`config.mk`:
```
export PLATFORM = sky130hd
export DESIGN_NAME = xbus_arbiter_flat
export DESIGN_NICKNAME = d
export VERILOG_FILES = /design/src/rtl/xbus_arbiter_if.sv /design/src/rtl/xbus_arbiter.sv /design/src/flat_wrapper.sv
export SDC_FILE = /design/constraint.sdc
export NUM_CORES = 1
export LEC_CHECK = 0
export CAP_MARGIN = 20
export CORE_MARGIN = 5
export CORE_UTILIZATION = 40
export DETAILED_ROUTE_END_ITERATION = 8
export PLACE_DENSITY = 0.82
export SLEW_MARGIN = 5
export SYNTH_ARGS = -nofsm -noshare
export SYNTH_HDL_FRONTEND = slang
export SYNTH_SLANG_ARGS = --single-unit
```
`constraint.sdc`:
```
create_clock -name clk -period 3.37 [get_ports clk]
set_input_delay 0.674 -clock clk [delete_from_list [all_inputs] [get_ports clk]]
set_output_delay 0.674 -clock clk [all_outputs]
set_load 0.01 [all_outputs]
```
`src/rtl/xbus_arbiter_if.sv`:
```
// Master-side request/ack and decoder-side select/data signals of the shared bus.
// slave = arbiter view; master = view of the agents (masters and decoder) around it.
interface xbus_arbiter_if #(
  parameter int ADDR_W = 16,
  parameter int DATA_W = 32
) ();
  logic              m0_req;
  logic              m0_lock;
  logic [ADDR_W-1:0] m0_addr;
  logic              m0_we;
  logic [DATA_W-1:0] m0_wdata;
  logic              m0_ack;
  logic              m0_err;
  logic              m1_req;
  logic              m1_lock;
  logic [ADDR_W-1:0] m1_addr;
  logic              m1_we;
  logic [DATA_W-1:0] m1_wdata;
  logic              m1_ack;
  logic              m1_err;
  logic [DATA_W-1:0] m_rdata;
  logic              bus_sel;
  logic [ADDR_W-1:0] bus_addr;
  logic              bus_we;
  logic [DATA_W-1:0] bus_wdata;
  logic [DATA_W-1:0] bus_rdata;
  logic              bus_trap;

  modport slave (
    input  m0_req, m0_lock, m0_addr, m0_we, m0_wdata,
    input  m1_req, m1_lock, m1_addr, m1_we, m1_wdata,
    input  bus_rdata, bus_trap,
    output m0_ack, m0_err, m1_ack, m1_err, m_rdata,
    output bus_sel, bus_addr, bus_we, bus_wdata
  );

  modport master (
    output m0_req, m0_lock, m0_addr, m0_we, m0_wdata,
    output m1_req, m1_lock, m1_addr, m1_we, m1_wdata,
    output bus_rdata, bus_trap,
    input  m0_ack, m0_err, m1_ack, m1_err, m_rdata,
    input  bus_sel, bus_addr, bus_we, bus_wdata
  );
endinterface

```
`src/rtl/xbus_arbiter.sv`:
```
// Round-robin two-master bus arbiter with bounded lock; req at edge N -> bus_sel cycle N+1 -> ack N+2.
// Losing master simply waits with req held; one access in flight, 3-cycle minimum spacing.
module xbus_arbiter #(
  parameter int ADDR_W   = 16,
  parameter int DATA_W   = 32,
  parameter int LOCK_MAX = 4
) (
  input logic          clk,
  input logic          rst,
  xbus_arbiter_if.slave bus
);
  typedef enum logic [1:0] {IDLE, ACCESS, DONE} state_t;

  localparam logic [3:0] LOCK_MAX_C = 4'(LOCK_MAX);

  state_t            state_q;
  logic              grant_q;
  logic              last_grant_q;
  logic              lock_active_q;
  logic              lock_owner_q;
  logic [3:0]        lock_cnt_q;
  logic [3:0]        lock_cnt_d;
  logic              bus_sel_q;
  logic [ADDR_W-1:0] bus_addr_q;
  logic              bus_we_q;
  logic [DATA_W-1:0] bus_wdata_q;
  logic [DATA_W-1:0] rdata_q;
  logic              err_q;
  logic              m0_ack_q;
  logic              m1_ack_q;

  logic win_vld;
  logic win;
  logic win_lock;
  logic owner_lock;

  // While locked only the owner may win; otherwise alternate on a tie.
  always_comb begin
    win_vld = 1'b0;
    win     = 1'b0;
    if (lock_active_q) begin
      win     = lock_owner_q;
      win_vld = lock_owner_q ? bus.m1_req : bus.m0_req;
    end else if (bus.m0_req && bus.m1_req) begin
      win_vld = 1'b1;
      win     = ~last_grant_q;
    end else if (bus.m0_req) begin
      win_vld = 1'b1;
      win     = 1'b0;
    end else if (bus.m1_req) begin
      win_vld = 1'b1;
      win     = 1'b1;
    end
  end

  assign win_lock   = win ? bus.m1_lock : bus.m0_lock;
  assign owner_lock = lock_owner_q ? bus.m1_lock : bus.m0_lock;
  assign lock_cnt_d = lock_cnt_q + 4'd1;

  always_ff @(posedge clk or negedge rst) begin
    if (!rst) begin
      state_q       <= IDLE;
      grant_q       <= 1'b0;
      last_grant_q  <= 1'b1;
      lock_active_q <= 1'b0;
      lock_owner_q  <= 1'b0;
      lock_cnt_q    <= 4'd0;
      bus_sel_q     <= 1'b0;
      bus_addr_q    <= '0;
      bus_we_q      <= 1'b0;
      bus_wdata_q   <= '0;
      rdata_q       <= '0;
      err_q         <= 1'b0;
      m0_ack_q      <= 1'b0;
      m1_ack_q      <= 1'b0;
    end else begin
      bus_sel_q <= 1'b0;
      m0_ack_q  <= 1'b0;
      m1_ack_q  <= 1'b0;
      case (state_q)
        IDLE: begin
          if (win_vld) begin
            grant_q     <= win;
            bus_addr_q  <= win ? bus.m1_addr  : bus.m0_addr;
            bus_we_q    <= win ? bus.m1_we    : bus.m0_we;
            bus_wdata_q <= win ? bus.m1_wdata : bus.m0_wdata;
            bus_sel_q   <= 1'b1;
            if (win_lock && !lock_active_q) begin
              lock_active_q <= 1'b1;
              lock_owner_q  <= win;
              lock_cnt_q    <= 4'd0;
            end
            state_q <= ACCESS;
          end
        end
        ACCESS: begin
          rdata_q  <= bus.bus_rdata;
          err_q    <= bus.bus_trap;
          m0_ack_q <= ~grant_q;
          m1_ack_q <= grant_q;
          state_q  <= DONE;
        end
        DONE: begin
          last_grant_q <= grant_q;
          if (lock_active_q) begin
            // The owner's live lock input decides release, not the value sampled at grant.
            if (!owner_lock || (lock_cnt_d == LOCK_MAX_C)) begin
              lock_active_q <= 1'b0;
              lock_cnt_q    <= 4'd0;
            end else begin
              lock_cnt_q <= lock_cnt_d;
            end
          end
          state_q <= IDLE;
        end
        default: state_q <= IDLE;
      endcase
    end
  end

  assign bus.bus_sel   = bus_sel_q;
  assign bus.bus_addr  = bus_addr_q;
  assign bus.bus_we    = bus_we_q;
  assign bus.bus_wdata = bus_wdata_q;
  assign bus.m_rdata   = rdata_q;
  assign bus.m0_ack    = m0_ack_q;
  assign bus.m1_ack    = m1_ack_q;
  assign bus.m0_err    = m0_ack_q & err_q;
  assign bus.m1_err    = m1_ack_q & err_q;
endmodule

```
`src/flat_wrapper.sv`:
```
// flat-port wrapper written by rule: the top's interface ports become plain ports
module xbus_arbiter_flat 
#(
  parameter int ADDR_W   = 16,
  parameter int DATA_W   = 32,
  parameter int LOCK_MAX = 4
)
  (clk, rst, bus_m0_req, bus_m0_lock, bus_m0_addr, bus_m0_we, bus_m0_wdata, bus_m1_req, bus_m1_lock, bus_m1_addr, bus_m1_we, bus_m1_wdata, bus_bus_rdata, bus_bus_trap, bus_m0_ack, bus_m0_err, bus_m1_ack, bus_m1_err, bus_m_rdata, bus_bus_sel, bus_bus_addr, bus_bus_we, bus_bus_wdata);
  xbus_arbiter_if #(.ADDR_W(ADDR_W), .DATA_W(DATA_W)) bus_i ();
  input logic clk;
  input logic rst;
  input wire logic [$bits(bus_i.m0_req)-1:0] bus_m0_req;
  input wire logic [$bits(bus_i.m0_lock)-1:0] bus_m0_lock;
  input wire logic [$bits(bus_i.m0_addr)-1:0] bus_m0_addr;
  input wire logic [$bits(bus_i.m0_we)-1:0] bus_m0_we;
  input wire logic [$bits(bus_i.m0_wdata)-1:0] bus_m0_wdata;
  input wire logic [$bits(bus_i.m1_req)-1:0] bus_m1_req;
  input wire logic [$bits(bus_i.m1_lock)-1:0] bus_m1_lock;
  input wire logic [$bits(bus_i.m1_addr)-1:0] bus_m1_addr;
  input wire logic [$bits(bus_i.m1_we)-1:0] bus_m1_we;
  input wire logic [$bits(bus_i.m1_wdata)-1:0] bus_m1_wdata;
  input wire logic [$bits(bus_i.bus_rdata)-1:0] bus_bus_rdata;
  input wire logic [$bits(bus_i.bus_trap)-1:0] bus_bus_trap;
  output wire logic [$bits(bus_i.m0_ack)-1:0] bus_m0_ack;
  output wire logic [$bits(bus_i.m0_err)-1:0] bus_m0_err;
  output wire logic [$bits(bus_i.m1_ack)-1:0] bus_m1_ack;
  output wire logic [$bits(bus_i.m1_err)-1:0] bus_m1_err;
  output wire logic [$bits(bus_i.m_rdata)-1:0] bus_m_rdata;
  output wire logic [$bits(bus_i.bus_sel)-1:0] bus_bus_sel;
  output wire logic [$bits(bus_i.bus_addr)-1:0] bus_bus_addr;
  output wire logic [$bits(bus_i.bus_we)-1:0] bus_bus_we;
  output wire logic [$bits(bus_i.bus_wdata)-1:0] bus_bus_wdata;
  assign bus_i.m0_req = bus_m0_req;
  assign bus_i.m0_lock = bus_m0_lock;
  assign bus_i.m0_addr = bus_m0_addr;
  assign bus_i.m0_we = bus_m0_we;
  assign bus_i.m0_wdata = bus_m0_wdata;
  assign bus_i.m1_req = bus_m1_req;
  assign bus_i.m1_lock = bus_m1_lock;
  assign bus_i.m1_addr = bus_m1_addr;
  assign bus_i.m1_we = bus_m1_we;
  assign bus_i.m1_wdata = bus_m1_wdata;
  assign bus_i.bus_rdata = bus_bus_rdata;
  assign bus_i.bus_trap = bus_bus_trap;
  assign bus_m0_ack = bus_i.m0_ack;
  assign bus_m0_err = bus_i.m0_err;
  assign bus_m1_ack = bus_i.m1_ack;
  assign bus_m1_err = bus_i.m1_err;
  assign bus_m_rdata = bus_i.m_rdata;
  assign bus_bus_sel = bus_i.bus_sel;
  assign bus_bus_addr = bus_i.bus_addr;
  assign bus_bus_we = bus_i.bus_we;
  assign bus_bus_wdata = bus_i.bus_wdata;
  xbus_arbiter #(.ADDR_W(ADDR_W), .DATA_W(DATA_W), .LOCK_MAX(LOCK_MAX)) u_core (.clk(clk), .rst(rst), .bus(bus_i));
endmodule
```
==> results of run 1 <==
==> worst paths after layout <==
| kind | start | end | slack [ns] | cells past startpoint |
|---|---|---|---|---|
| setup reg to reg | u_core.lock_active_q$_DFFE_PN0P_ | u_core.bus.bus_addr[11]$_DFFE_PN0P_ | 1.38 | 4 |
| setup / recovery | bus_m0_req | u_core.bus.bus_addr[11]$_DFFE_PN0P_ | 1.10 | 5 |
| max in group asynchronous | rst | u_core.bus.bus_addr[15]$_DFFE_PN0P_ | 2.63 | 2 |
| hold reg to reg | u_core.bus.m_rdata[12]$_DFFE_PN0N_ | u_core.bus.m_rdata[12]$_DFFE_PN0N_ | 0.48 | 2 |
| min in group clk | u_core.bus.m_rdata[12]$_DFFE_PN0N_ | u_core.bus.m_rdata[12]$_DFFE_PN0N_ | 0.48 | 2 |
| hold / removal | rst | u_core.bus.m_rdata[31]$_DFFE_PN0N_ | 0.36 | 2 |
==> cells by family (layout without fill, tap and decap cells) <==
group | Yosys count | in the layout | share of synthesized area [%]
AND/OR/NAND/NOR | 178 | 178 | 17.5
flip-flops | 95 | 95 | 57.3
AO/OA/AOI/OAI | 67 | 67 | 8.89
adder cells (fa/ha/maj) | 2 | 2 | 0.603
multiplexers | 51 | 51 | 12.4
buffers and inverters | 27 | 246 | 3.38
==> power by group through the flow <==
stage                     logic [W]  registers, W  clock network, W
after floorplan             0.00142       0.00224                 0
after global placement      0.00303       0.00201                 0
after detailed placement    0.00313       0.00204                 0
after CTS                   0.00313       0.00203          0.000759
after global routing        0.00337       0.00210          0.000810
final                       0.00306       0.00203          0.000735
==> flip-flops by register name, summed over array words and instances, names as in the netlist <==
name,cells
u_core.last_grant_q,1
u_core.state_q,2
u_core.bus.bus_wdata,32
u_core.bus.m0_ack,1
u_core.err_q,1
u_core.lock_owner_q,1
u_core.lock_active_q,1
u_core.grant_q,1
u_core.bus.bus_sel,1
u_core.bus.bus_we,1
u_core.lock_cnt_q,4
u_core.bus.bus_addr,16
u_core.bus.m1_ack,1
u_core.bus.m_rdata,32
==> per-stage QoR <==
step,hold slack (ns),power [W],std cells
detailed placement,0.461,0.00517,759
finish,0.362,0.00582,775
CTS,0.375,0.00592,775
global route,0.401,0.00628,775
floorplan,0.378,0.00366,420
global placement,0.452,0.00504,759
==> Yosys cell counts (2+ instances only) <==
master	n	area [um2]
a21oi_1	6	30.0
mux2i_1	49	490
buf_6	3	33.8
inv_2	2	7.51
ha_1	2	25.0
clkbuf_1	8	30.0
nor2_1	4	15.0
nand2b_1	3	18.8
and2_1	4	25.0
buf_2	10	50.1
nand2_1	158	593
o21ai_0	2	10.0
dfrtp_1	94	2350
o21ai_1	52	260
mux2_2	2	22.5
==> per-layer routing <==
metal  wire (um)  part of all wire [%]
met5           0                     0
met4         207                   1.8
met3         968                   8.4
met2        6050                    53
met1        4270                    37
==> final cells by class <==
type	count	area (um2)	area share [%]
timing repair buffer	226	2270	34.1
sequential	95	2380	35.7
tap	136	170	2.55
multi-input combinational	298	1640	24.6
clock inverter	3	42.5	0.638
clock buffer	13	149	2.23
inverter	4	15.0	0.225
==> flow_metrics.py, run 1 <==
metrics = {
    "cells_and_area": {
        "nets": 773,
        "final_core_util_pct": 65.2,
        "area_growth_syn_to_layout_pct": 60.7,
        "mostFrequentLayoutCells": "clkdlybuf4s50_1 (221), nand2_1 (158), dfrtp_1 (94), o21ai_1 (52), mux2i_1 (49)",
        "final_common_cell": "clkdlybuf4s50_1",
        "fillCellCount": 817,
        "antenna_cells": 0,
        "stdcell_area_um2": 6670,
        "final_layout_size_suffix_gt1_share_pct": 4.38,
    },
    "clock_network": {
        "cts-root-buf": "clkbuf_8",
        "post_cts_buffers": 0,
        "ctsHoldBuffers": 0,
        "h-tree-depth": 3,
        "cts_tree": "built",
        "clkSinkCount": 95,
        "cts_resized": 0,
        "cts.reportedPaths.clkPinSlew_ns": 0.09,
        "cts_buffers": 9,
        "clk_latency_ns": 0.36,
        "cts-root-to-sink-buffers": 2,
    },
    "sta": {
        "grt_setup_unrepaired": "false",
        "period_minus_slack_ns": 2.27,
        "layout_setup_ws_ns": 1.10,
        "clock-skew-final_ns": 0.00697,
        "relSlewSlack_pct": 36.8,
        "tns_ns": 0,
        "post-route-period-util_pct": 67.4,
        "hold_violations": 0,
        "finalSetupViolCount": 0,
        "tightest_slew_ns": 0.948,
        "max_freq_ghz": 0.440,
        "drv_slew": 0,
    },
    "synth": {
        "synthCells": 420,
        "synth_edf_count": 0,
        "syn_nets": 559,
        "ys_warn_count": 0,
        "synthFlopType": "dfrtp_1",
        "ys_ff_latch": 95,
        "netlist_area_um2": 4150,
        "synth_cell_types": 36,
        "ys_async_sr_fraction_pct": 100,
        "syn_area_per_cell_um2": 9.88,
        "ys_seq_area_share_pct": 57.3,
    },
    "routing": {
        "via_count": 3656,
        "drc": 0,
        "wl_um": 11500,
        "drt_iter0_drc": 154,
        "vias_per_cell": 4.72,
        "drtAntennaViolNets": 0,
        "first_pass_iters": 4,
        "wl_per_cell_um": 14.8,
    },
    "die": {
        "die-area_um2": 12500,
        "fp.dieW_um": 112,
        "initial_utilization_pct": 40.6,
        "die_h_um": 112,
        "core-area_um2": 10200,
        "num_rows": 37,
        "ios": 223,
    },
    "global_routing": {
        "antenna_found_initial": 0,
        "grt_pass1_vias": 3983,
        "gr-usage-met3_pct": 6.25,
        "grt_start_max_net_pins": 103,
        "grt_pass1_wl_um": 18800,
        "globalRouteMet1Util_pct": 19.5,
        "grt.busiest_layer": "met2",
        "grt_overflow_total": 0,
        "grt.total_usage_pct": 18.6,
        "met2_usage_pct": 34.0,
    },
    "setup_path": {
        "crit_family": "simple AND/OR/NAND/NOR gates",
        "cp_max_fo": 102,
        "cpMaxStageDelayCell": "or4_4",
        "crit_type": "in -> reg",
        "max_stage_delay_ns": 0.86,
        "crit_path_end_kind": "flop",
        "path_cells": "clkdlybuf4s50_1 -> nor3b_1 -> or4_4 -> nand2_1 -> o21ai_1",
        "critPathBufInv": 1,
        "cp.arrival_ns": 2.47,
        "cp.required_ns": 3.57,
        "critPathLaunchType": "input port",
    },
    "place": {
        "pre_cts_ws_ns": 0.734,
        "place_congestion": 0.759,
        "dpl.hpwl_um": 8880,
        "port_buffers": 222,
        "placed_area_um2": 6480,
    },
    "power_and_ir_drop": {
        "leakagePower_nw": 3.08,
        "cellInternalPower_w": 0.00365,
        "powerDensity_nw_per_um2": 873,
        "switching_share_pct": 37.3,
        "p_seq_share_pct": 34.8,
        "comb_power_share_pct": 52.6,
        "peakVddDrop_mv": 0.355,
        "p_switching_w": 0.00217,
        "power.share.clock_pct": 12.6,
    },
    "run_status": {
        "status": "complete, no violations",
    },
    "run": {
        "cap_violations": 0,
    },
    "worst_hold_path": {
        "hold_path_class": "in -> async",
    },
}
Power figures use the tool's default switching activity.
==> inputs of run 2 (changes only) <==
Settings changed: CORE_UTILIZATION 40 to 39, PLACE_DENSITY 0.82 to 0.8.
Clock period 3.37 ns to 2.4 ns, I/O delays scaled along.
==> flow_metrics.py, run 2 (synthesis gave the netlist of run 1 again) <==
metrics = {
    "run_status": {
        "status": "complete, no violations",
    },
    "global_routing": {
        "grt_pass1_vias": 3787,
        "grt_pass1_wl_um": 18400,
        "grt_overflow_total": 0,
        "antenna_found_initial": 0,
        "met2_usage_pct": 31.6,
        "gr-usage-met3_pct": 6.52,
        "globalRouteMet1Util_pct": 20.1,
        "grt.busiest_layer": "met2",
        "grt_start_max_net_pins": 103,
        "grt.total_usage_pct": 17.8,
    },
    "clock_network": {
        "cts-root-buf": "clkbuf_8",
        "cts_buffers": 9,
        "cts-root-to-sink-buffers": 2,
        "cts_tree": "built",
        "clk_latency_ns": 0.35,
        "ctsHoldBuffers": 0,
        "cts.reportedPaths.clkPinSlew_ns": 0.09,
        "post_cts_buffers": 0,
        "h-tree-depth": 3,
        "cts_resized": 0,
        "clkSinkCount": 95,
    },
    "setup_path": {
        "crit_type": "reg -> out",
        "cp.arrival_ns": 1.35,
        "reg2regPathDepth": 5,
        "r2r-start": "u_core.lock_cnt_q[0]$_DFFE_PN0P_",
        "crit_path_end_kind": "primary output",
        "cp.required_ns": 1.92,
        "r2r_slack_ns": 0.62,
        "cp_max_fo": 3,
        "r2r-end": "u_core.lock_cnt_q[1]$_DFFE_PN0P_",
        "critPathLaunchType": "flop",
    },
    "routing": {
        "drc": 0,
        "drtAntennaViolNets": 0,
        "wl_um": 11600,
        "first_pass_iters": 6,
        "wl_per_cell_um": 14.9,
        "drt_iter0_drc": 145,
        "vias_per_cell": 4.68,
        "via_count": 3634,
    },
    "cells_and_area": {
        "fillCellCount": 863,
        "final_core_util_pct": 64.8,
        "mostFrequentLayoutCells": "clkdlybuf4s50_1 (221), nand2_1 (158), dfrtp_1 (94), o21ai_1 (52), mux2i_1 (49)",
        "area_growth_syn_to_layout_pct": 62.0,
        "nets": 775,
        "antenna_cells": 0,
        "final_common_cell": "clkdlybuf4s50_1",
        "final_layout_size_suffix_gt1_share_pct": 4.99,
        "stdcell_count": 777,
    },
    "sta": {
        "period_minus_slack_ns": 1.83,
        "max_freq_ghz": 0.546,
        "drv_slew": 0,
        "relSlewSlack_pct": 60.2,
        "tightest_slew_ns": 0.597,
        "hold_violations": 0,
        "finalSetupViolCount": 0,
        "post-route-period-util_pct": 76.4,
        "clock-skew-final_ns": 0.0114,
        "grt_setup_unrepaired": "false",
        "tns_ns": 0,
    },
    "die": {
        "die_h_um": 113,
        "num_rows": 37,
        "die-area_um2": 12800,
        "fp.dieW_um": 113,
        "ios": 223,
        "initial_utilization_pct": 40.0,
        "core-area_um2": 10400,
    },
    "power_and_ir_drop": {
        "peakVddDrop_mv": 0.644,
        "powerDensity_nw_per_um2": 1240,
        "leakagePower_nw": 3.11,
    },
    "worst_hold_path": {
        "hold_path_class": "in -> async",
    },
    "run": {
        "cap_violations": 0,
    },
    "place": {
        "dpl.hpwl_um": 9240,
        "port_buffers": 222,
        "place_congestion": 0.792,
        "dp.cells": 761,
    },
}
## run 2: cell count changes in the layout (fill, tap and decap cells not counted), sizes merged
cell,delta
buf,+2
bufinv,+1
clkbuf,-2
clkinv,+1
## run 2: critical path: stages, from the launching register on
cell	delay (ns)
dfrtp_1	0.36
and2_1	0.13
clkdlybuf4s50_1	0.53
## run 2: worst max-delay path by stage
stage                                          start                                   end  cells past startpoint
floorplan           u_core.lock_active_q$_DFFE_PN0P_   u_core.bus.bus_addr[15]$_DFFE_PN0P_                      6
global placement                          bus_m0_req  u_core.bus.bus_wdata[25]$_DFFE_PN0P_                      6
detailed placement                        bus_m0_req  u_core.bus.bus_wdata[29]$_DFFE_PN0P_                      6
CTS                      u_core.bus.m1_ack$_DFF_PN0_                            bus_m1_err                      2
global route        u_core.lock_cnt_q[0]$_DFFE_PN0P_      u_core.lock_active_q$_DFFE_PN0P_                      6
finish                      u_core.err_q$_DFFE_PN0N_                            bus_m1_err                      2
## run 2: layout make-up
class | count | area, um2 | area share, %
Inverter | 4 | 15.0 | 0.223
Multi-Input combinational cell | 298 | 1630 | 24.3
Tap cell | 136 | 170 | 2.53
Sequential cell | 95 | 2380 | 35.4
Clock inverter | 5 | 81.3 | 1.21
Timing Repair Buffer | 228 | 2300 | 34.3
Clock buffer | 11 | 141 | 2.10
## run 2: layer usage
metal	wire length (um)	part of all wire (%)
met5	0	0
met4	214	1.8
met3	1200	10
met2	5830	50
met1	4350	38
## run 2: power breakdown
part	total, W	leakage (nW)	internal (W)	switching (W)
Combinational	0.00438	1.82	0.00227	0.00211
Sequential	0.00285	1.18	0.00238	0.000463
Clock	0.00114	0.110	0.000616	0.000527
Total	0.00837	3.11	0.00527	0.00310
## run 2: per-stage QoR
stage / power [W] / cell area, um2 / hold WS (ns) / setup WS, ns
6_report: 0.00837 / 6720 / 0.128 / 0.567
3_5_place_dp: 0.00733 / 6500 / 0.461 / 0.242
2_1_floorplan: 0.00514 / 4150 / 0.184 / 0.777
3_3_place_gp: 0.00717 / 6500 / 0.458 / 0.286
4_1_cts: 0.00849 / 6720 / 0.147 / 0.535
5_1_grt: 0.00902 / 6720 / 0.166 / 0.433
==> inputs of run 3 (changes only) <==
Settings changed: CORE_UTILIZATION 39 to 35, PLACE_DENSITY 0.8 to 0.76.
Clock period 2.4 ns to 1.63 ns, I/O delays scaled along.
==> flow_metrics.py, run 3 (synthesis gave the netlist of run 1 again) <==
metrics = {
    "setup_path": {
        "cp_max_fo": 23,
        "path_cells": "nor3b_1 -> or4_4 -> clkbuf_16 -> nand2_1 -> o21ai_1",
        "critPathLaunch": "u_core.lock_active_q$_DFFE_PN0P_",
        "r2r-start": "u_core.lock_active_q$_DFFE_PN0P_",
        "cp.arrival_ns": 1.87,
        "cpMaxStageDelayCell": "or4_4",
        "crit_path_end_kind": "flop",
        "max_stage_delay_ns": 0.59,
        "critPathBufInv": 1,
        "crit_family": "simple AND/OR/NAND/NOR gates",
        "critPathLaunchType": "flop",
        "crit_type": "reg -> reg",
        "r2r_slack_ns": -0.02,
        "cp.required_ns": 1.85,
    },
    "sta": {
        "hold_violations": 0,
        "period_minus_slack_ns": 1.65,
        "finalSetupViolCount": 10,
        "relSlewSlack_pct": 76.9,
        "tns_ns": -0.0982,
        "clock-skew-final_ns": 0.0103,
        "post-route-period-util_pct": 101,
        "tightest_slew_ns": 0.346,
        "grt_setup_unrepaired": "true",
        "max_freq_ghz": 0.606,
        "drv_slew": 0,
        "holdWs_ns": 0.452,
        "layout_setup_ws_ns": -0.0190,
    },
    "global_routing": {
        "grt_pass1_vias": 4055,
        "grt.total_usage_pct": 17.8,
        "grt_overflow_total": 0,
        "grt_pass1_wl_um": 20300,
        "antenna_found_initial": 0,
        "grt_start_max_net_pins": 47,
    },
    "clock_network": {
        "cts-root-to-sink-buffers": 2,
        "clkSinkCount": 95,
        "cts_tree": "built",
        "cts.reportedPaths.clkPinSlew_ns": 0.07,
        "cts_buffers": 9,
        "clk_latency_ns": 0.33,
        "h-tree-depth": 3,
        "cts-root-buf": "clkbuf_16",
    },
    "place": {
        "port_buffers": 222,
        "place_congestion": 0.810,
        "dpl.hpwl_um": 10100,
        "placed_area_um2": 6680,
    },
    "power_and_ir_drop": {
        "powerDensity_nw_per_um2": 1890,
        "leakagePower_nw": 3.38,
        "peakVddDrop_mv": 0.862,
    },
    "die": {
        "fp.dieW_um": 119,
        "die_h_um": 119,
        "ios": 223,
        "core-area_um2": 11500,
        "num_rows": 39,
        "initial_utilization_pct": 36.0,
        "die-area_um2": 14100,
    },
    "run": {
        "cap_violations": 0,
    },
    "cells_and_area": {
        "mostFrequentLayoutCells": "clkdlybuf4s50_1 (210), nand2_1 (157), dfrtp_1 (93), o21ai_1 (50), mux2i_1 (46)",
        "final_common_cell": "clkdlybuf4s50_1",
        "final_layout_size_suffix_gt1_share_pct": 10.4,
        "antenna_cells": 0,
        "area_growth_syn_to_layout_pct": 72.0,
        "nets": 799,
        "stdcell_area_um2": 7140,
        "final_core_util_pct": 62.0,
        "fillCellCount": 975,
    },
    "routing": {
        "drt_iter0_drc": 127,
        "top_layer": "met4",
        "drtAntennaViolNets": 0,
        "first_pass_iters": 5,
        "via_count": 3806,
        "wl_met2_um": 6680,
        "routed-wl-met3_um": 933,
        "drt-met1-wl_um": 4970,
        "wl_um": 12900,
        "vias_per_cell": 4.71,
        "wl_per_cell_um": 15.9,
        "drc": 0,
    },
    "run_status": {
        "violations": "setup timing",
        "status": "complete, but fails checks",
    },
    "worst_hold_path": {
        "hold_path_class": "in -> async",
    },
}
## run 3: timing repair
item / in CTS / in global routing
buffers inserted: 3 / 1
setup endpoints to repair: 10 / 60
gates resized for setup: 9 / 17
hold endpoints to repair: 21 / 0
pin swaps: 5 / 3
hold buffers: 1 / 0
cloned: 0 / 2
## run 3: power breakdown
part	internal (W)	switching [W]	total [W]
combinational	0.00387	0.00338	0.00725
sequential	0.00352	0.000642	0.00416
clock	0.00119	0.000879	0.00207
total	0.00858	0.00490	0.0135
## run 3: path summary, 6_finish.rpt
path                                                         to  cells past startpoint
min                               u_core.state_q[1]$_DFFE_PN0P_                      2
max in group asynchronous  u_core.bus.bus_wdata[30]$_DFFE_PN0P_                      3
max reg2reg                 u_core.bus.bus_wdata[0]$_DFFE_PN0P_                      5
min in group clk              u_core.bus.m_rdata[4]$_DFFE_PN0N_                      2
max                         u_core.bus.bus_wdata[0]$_DFFE_PN0P_                      5
min reg2reg                   u_core.bus.m_rdata[4]$_DFFE_PN0N_                      2
## run 3: routing by layer
metal | global-route usage [%] | vias up
met5 | 0 | -
met4 | 6.23 | 0
met3 | 5.73 | 19
met2 | 32.1 | 148
met1 | 19.8 | 1776
li1 | - | 1863
## run 3: stage by stage
stage / total power, W / cells / worst slack (ns)
2_1_floorplan: 0.00756 / 420 / 0.00666
6_report: 0.0135 / 808 / -0.0190
5_1_grt: 0.0145 / 808 / -0.0800
3_3_place_gp: 0.0110 / 785 / -0.315
4_1_cts: 0.0134 / 805 / -0.00819
3_5_place_dp: 0.0112 / 785 / -0.329
## run 3: final cells by class
| cell class | instances | area [um2] | area share (%) |
|---|---|---|---|
| multi-input cells | 298 | 1700 | 23.9 |
| well taps | 143 | 179 | 2.51 |
| clock buffers | 9 | 225 | 3.15 |
| inverters | 4 | 15.0 | 0.210 |
| clock inverters | 7 | 71.3 | 0.999 |
| repair buffers | 252 | 2570 | 35.9 |
| flip-flops and latches | 95 | 2380 | 33.3 |
## run 3: worst register-to-register path, cell delays in order, from the launching register on
cell	delay, ns
dfrtp_2	0.44
nor3b_1	0.15
or4_4	0.59
clkbuf_16	0.24
nand2_1	0.07
o21ai_1	0.05
==> edit 1, RTL diff (settings of run 2) <==
Register the output `bus.m1_err`, without a reset; this adds one clock of latency there.
--- a/src/rtl/xbus_arbiter.sv
+++ b/src/rtl/xbus_arbiter.sv
@@ -127,5 +127,7 @@
   assign bus.m1_ack    = m1_ack_q;
   assign bus.m0_err    = m0_ack_q & err_q;
-  assign bus.m1_err    = m1_ack_q & err_q;
+  always_ff @(posedge clk) begin
+    bus.m1_err <= m1_ack_q & err_q;
+  end
 endmodule
 
Function: changed (Yosys sat finds a counterexample within 4 cycles, from zero or initial values and one cycle with rst low).
==> edit 1 against run 2 <==
Worst hold slack improved by 0.040 ns; power fell by 0.18%; worst setup slack got worse by 0.0096 ns; wire length rose by 2.3%; synthesized cell count rose by 0.24%; synthesized area rose by 0.48%; design area rose by 0.22%; sequential share of layout area rose by 0.22 points; sequential cell count rose by 1; largest cell class unchanged; largest power group unchanged.
==> edit 1: results (changes against run 2) <==
Drt
  • Routed wl met2: 6100 µm (was 5830 µm)
  • DRT Wirelength: 11900 µm (was 11600 µm)
  • Metal-1 WL: 4380 µm (was 4350 µm)
  • DR iter-0 viols: 133 (was 145)
  • Top Layer Used: met4 (unchanged)
  • Wire length on met3: 1250 µm (was 1200 µm)
  • Pre-Repair DR Iteration Count: 5 (was 6)
  • DR vias/cell: 4.77 (was 4.68)

Clock network
  • Post-CTS setup buffers: 0 (unchanged)
  • Post-CTS sizing: 0 (unchanged)
  • Max Root-Sink Buffers: 2 (unchanged)
  • H-tree levels: 3 (unchanged)
  • Reg clk slew, reported paths: approximately 0.10 ns
  • Clock Tree Root: clkbuf_8 (unchanged)
  • Number of buffers created by CTS: 9 (unchanged)
  • Clock Latency Late Sink: 0.34 ns

Global routing
  • First-pass GRT wire length: 18800 µm (was 18400 µm)
  • Initial antenna violation count: 0 (unchanged)
  • GRT Overall Usage: 0.182 (was 0.178)
  • Vias in the first global route: 3895 (was 3787)
  • Largest net degree at the start of global routing: 103 (unchanged)

Worst setup path
  • R2R Path Start: u_core.lock_cnt_q[0] (unchanged)
  • Crit-path max FO: 2 (was 3)
  • Worst setup EP type: output pin (unchanged)
  • Reg2reg end: u_core.lock_cnt_q[0] (was u_core.lock_cnt_q[1])
  • Worst R2R Setup Slack: between 0.6 and 0.7 ns
  • CP Capture Point: bus_m0_err (was bus_m1_err)
  • Worst r2r path cells: 6 (was 5)
  • Worst setup path startpoint: u_core.bus.m0_ack (was u_core.err_q)
  • Worst Path Arrival: between 1 and 1.5 ns

Power
  • Maximum VDD drop: 739 µV (was 644 µV)
  • Static Leak: 3.11 nW (about the same)

Layout
  • Fill count: 858 (was 863)
  • Nets: 777 (was 775)
  • Proportion of layout cells with a drive suffix above 1: 0.0498 (was 0.0499)
  • ANT cells: 0 (unchanged)

Status
  • Status: completed (unchanged)

Synth
  • Ys async rst share: 0.990 (was 1.00)
  • Top_reg_cell synth: dfrtp_1 (unchanged)
  • Register area share after synthesis: 0.575 (was 0.573)
  • YS warnings: 0 (unchanged)
  • Post-Syn Nets: 560 (was 559)
  • Synth top area cells: dfrtp_1 (56%), nand2_1 (14%), mux2i_1 (12%) (was dfrtp_1 (57%), nand2_1 (14%), mux2i_1 (12%))
  • Cell variety after synth: 37 (was 36)

Place
  • Post-placement worst setup slack: 0.240 ns (was 0.242 ns)
  • Gpl congestion: 0.805 (was 0.792)
  • I/O Buffers: 222 (unchanged)
  • DPL Wire Length: 9480 µm (was 9240 µm)

Timing
  • Fmax: 543 MHz (was 546 MHz)
  • Tightest Pin Transition: 0.662 ns (was 0.597 ns)
  • Worst clock skew: 0.0170 ns (was 0.0114 ns)

Min path
  • Worst hold path class: in2async (unchanged)
==> edit 1: cell types whose count changed after synthesis, sizes merged <==
cell and change:
dfxtp +1
==> edit 1: power breakdown <==
group          switching, mW  internal [mW]
Combinational           2.11           2.27
Sequential             0.461           2.40
Clock                  0.528          0.582
==> edit 1: worst min-delay path by stage <==
stage | cells after the start | endpoint | slack [ns] | startpoint
finish | 1 | u_core.bus.bus_wdata[18] | 0.17 | rst
global route | 1 | u_core.bus.bus_wdata[18] | 0.22 | rst
CTS | 1 | u_core.bus.bus_wdata[15] | 0.18 | rst
detailed placement | 2 | u_core.bus.m_rdata[3] | 0.46 | u_core.bus.m_rdata[3]
global placement | 2 | u_core.bus.m_rdata[5] | 0.46 | u_core.bus.m_rdata[5]
floorplan | 0 | u_core.bus.bus_addr[0] | 0.18 | rst
==> edit 1: final cells by class <==
cell class / count / area share
clock buffers: 10 / 0.0189
flip-flops and latches: 96 / 0.356
inverters: 4 / 0.00223
multi-input cells: 298 / 0.242
clock inverters: 5 / 0.0123
well taps: 136 / 0.0253
repair buffers: 229 / 0.343
==> edit 1: cell families after synthesis <==
| family | synth area share |
|---|---|
| buffers and inverters | 0.0336 |
| AND/OR/NAND/NOR | 0.174 |
| AO/OA/AOI/OAI | 0.0885 |
| adder cells (fa/ha/maj) | 0.00600 |
| flip-flops | 0.575 |
| multiplexers | 0.123 |
==> edit 1: through the flow <==
step / area (µm²) / instances / power (mW)
floorplan: 4170 / 421 / 5.16
global placement: 6530 / 763 / 7.20
detailed placement: 6530 / 763 / 7.34
CTS: 6740 / 778 / 8.47
global route: 6740 / 778 / 8.98
finish: 6740 / 778 / 8.35
==> edit 1: worst max-delay path, stage by stage, from the launching register on <==
cell and delay [ns]:
dfrtp_1 0.36, and2_1 0.13, clkdlybuf4s50_1 0.55
==> edit 1: layer usage <==
layer	vias up	track usage
li1	1824	-
met2	153	0.336
met3	14	0.0732
met5	-	0
met4	0	0.0433
met1	1722	0.194
==> edit 2, RTL diff (settings of run 2) <==
Without the edit above. `DATA_W` is set to 32 in 3 places; all go to 40.
--- a/src/rtl/xbus_arbiter_if.sv
+++ b/src/rtl/xbus_arbiter_if.sv
@@ -3,5 +3,5 @@
 interface xbus_arbiter_if #(
   parameter int ADDR_W = 16,
-  parameter int DATA_W = 32
+  parameter int DATA_W = 40
 ) ();
   logic              m0_req;
--- a/src/rtl/xbus_arbiter.sv
+++ b/src/rtl/xbus_arbiter.sv
@@ -3,5 +3,5 @@
 module xbus_arbiter #(
   parameter int ADDR_W   = 16,
-  parameter int DATA_W   = 32,
+  parameter int DATA_W   = 40,
   parameter int LOCK_MAX = 4
 ) (
--- a/src/flat_wrapper.sv
+++ b/src/flat_wrapper.sv
@@ -3,5 +3,5 @@
 #(
   parameter int ADDR_W   = 16,
-  parameter int DATA_W   = 32,
+  parameter int DATA_W   = 40,
   parameter int LOCK_MAX = 4
 )
Interface: changed (5 resized); port bits go from 223 to 263. The function was not compared with the original's and may differ.
==> edit 2 against run 2 <==
Design area is 18% higher; combinational power is 16% higher; worst setup slack worse by 0.095 ns; via count is 19% higher; non-clock buffer count is 42 higher; wire length is 29% higher; largest power group unchanged; maximum frequency is 4.9% lower; sequential cell count is 16 higher; first-iteration DRC count is 70% higher; synthesized area is 16% higher; power is 20% higher; sequential share of layout area is 0.48 points lower.
==> edit 2: results (changes against run 2) <==
Status
  • Status: completed (unchanged)

Drt
  • Wire length on met3: 1910 µm (was 1200 µm)
  • Vias: 4333 (was 3634)
  • Routed wl met2: 7350 µm (was 5830 µm)
  • Pre-Repair DR Iteration Count: 4 (was 6)
  • Wire per inst: 16.5 µm (was 14.9 µm)
  • DRT Wirelength: 15000 µm (was 11600 µm)
  • DR iter-0 viols: 247 (was 145)

Layout
  • Proportion of layout cells with a drive suffix above 1: 0.0391 (was 0.0499)
  • Nets: 900 (was 775)
  • Final Cell Area: 7960 µm² (was 6720 µm²)
  • ANT cells: 0 (unchanged)

Worst setup path
  • Worst Path Arrival: 1.45 ns (was 1.35 ns)
  • Crit-path max FO: 3 (unchanged)
  • Worst R2R Setup Slack: 0.51 ns (was 0.62 ns)
  • Worst stage delay on the critical path: 0.57 ns (was 0.53 ns)
  • Reg2reg end: u_core.lock_cnt_q[2] (was u_core.lock_cnt_q[1])

Global routing
  • Largest net degree at the start of global routing: 66 (was 103)
  • GRT Overall Usage: 0.200 (was 0.178)
  • Vias in the first global route: 4564 (was 3787)
  • GR Layer Usage met1: 0.225 (was 0.201)
  • Met2 Track Usage GR: 0.344 (was 0.316)
  • Initial antenna violation count: 0 (unchanged)
  • Met3 Track Usage GR: 0.0867 (was 0.0652)
  • First-pass GRT wire length: 23100 µm (was 18400 µm)

Place
  • Placed Instances: 893 (was 761)
  • DPL Wire Length: 11400 µm (was 9240 µm)
  • Gpl congestion: 0.816 (was 0.792)
  • Post-placement worst setup slack: 0.149 ns (was 0.242 ns)
  • I/O Buffers: 262 (was 222)
  • Dpl cell area: 7620 µm² (was 6500 µm²)

Synth
  • Post-Syn Nets: 646 (was 559)
  • Synth top area cells: dfrtp_1 (57%), nand2_1 (14%), mux2i_1 (12%) (unchanged)
  • Cell variety after synth: 37 (was 36)
  • Register area share after synthesis: 0.576 (was 0.573)
  • Synth cell count leaders: nand2_1 (183), dfrtp_1 (110), mux2i_1 (57), o21ai_0 (40), o21ai_1 (18) (was nand2_1 (158), dfrtp_1 (94), o21ai_1 (52), mux2i_1 (49), buf_2 (10))
  • Synth Area per Inst: 9.99 µm² (was 9.88 µm²)

Timing
  • Final hold slack: 0.140 ns (was 0.128 ns)
  • Worst slew margin: 0.589 (was 0.602)
  • Worst clock skew: 0.00768 ns (was 0.0114 ns)

Clock network
  • Clock Tree Root: clkbuf_16 (was clkbuf_8)
  • Reg clk slew, reported paths: 0.07 ns (was 0.09 ns)

Power
  • Static Leak: 3.64 nW (was 3.11 nW)
  • Maximum VDD drop: 630 µV (was 644 µV)
[edit 2: changes by cell type after synthesis, moves of 3 or more]
cell,change
inv_1,+5
o21ai_1,-34
mux2i_1,+8
o21ai_0,+38
nor4_1,+3
clkbuf_2,+5
a21oi_1,-4
a21boi_1,+3
nand2_1,+25
dfrtp_1,+16
[edit 2: cell type report]
type | instances | area share
Sequential cell | 111 | 0.349
Timing Repair Buffer | 270 | 0.345
Multi-Input combinational cell | 338 | 0.236
Clock buffer | 11 | 0.0292
Tap cell | 168 | 0.0264
Clock inverter | 5 | 0.0102
Inverter | 7 | 0.00330
[edit 2: worst max path at each step]
| stage | start | end | slack [ns] | cells after the start |
|---|---|---|---|---|
| after global placement | bus_m1_req | u_core.bus.bus_addr[5] | 0.23 | 6 |
| after detailed placement | bus_m1_req | u_core.bus.bus_addr[12] | 0.15 | 6 |
| after global routing | bus_m1_req | u_core.bus.bus_addr[1] | 0.40 | 6 |
| final | u_core.err_q | bus_m1_err | 0.47 | 2 |
| after CTS | u_core.state_q[1] | u_core.bus.m_rdata[37] | 0.34 | 5 |
| after floorplan | u_core.lock_cnt_q[0] | u_core.lock_cnt_q[2] | 0.72 | 5 |
[edit 2: cell families (layout without fill, tap and decap cells)]
kind of cell	Yosys count	count (layout)	share of synthesized area
AOI/OAI and AO/OA	74	74	0.0892
and+or+nand+nor	202	202	0.165
adders and majority gates	2	2	0.00518
buffers and inverters	34	293	0.0368
muxes	60	60	0.128
DFF	111	111	0.576
[edit 2: power by group]
group	total [mW]	switching [mW]	internal, mW
Sequential	3.36	0.566	2.80
Clock	1.60	0.683	0.919
Combinational	5.09	2.44	2.66
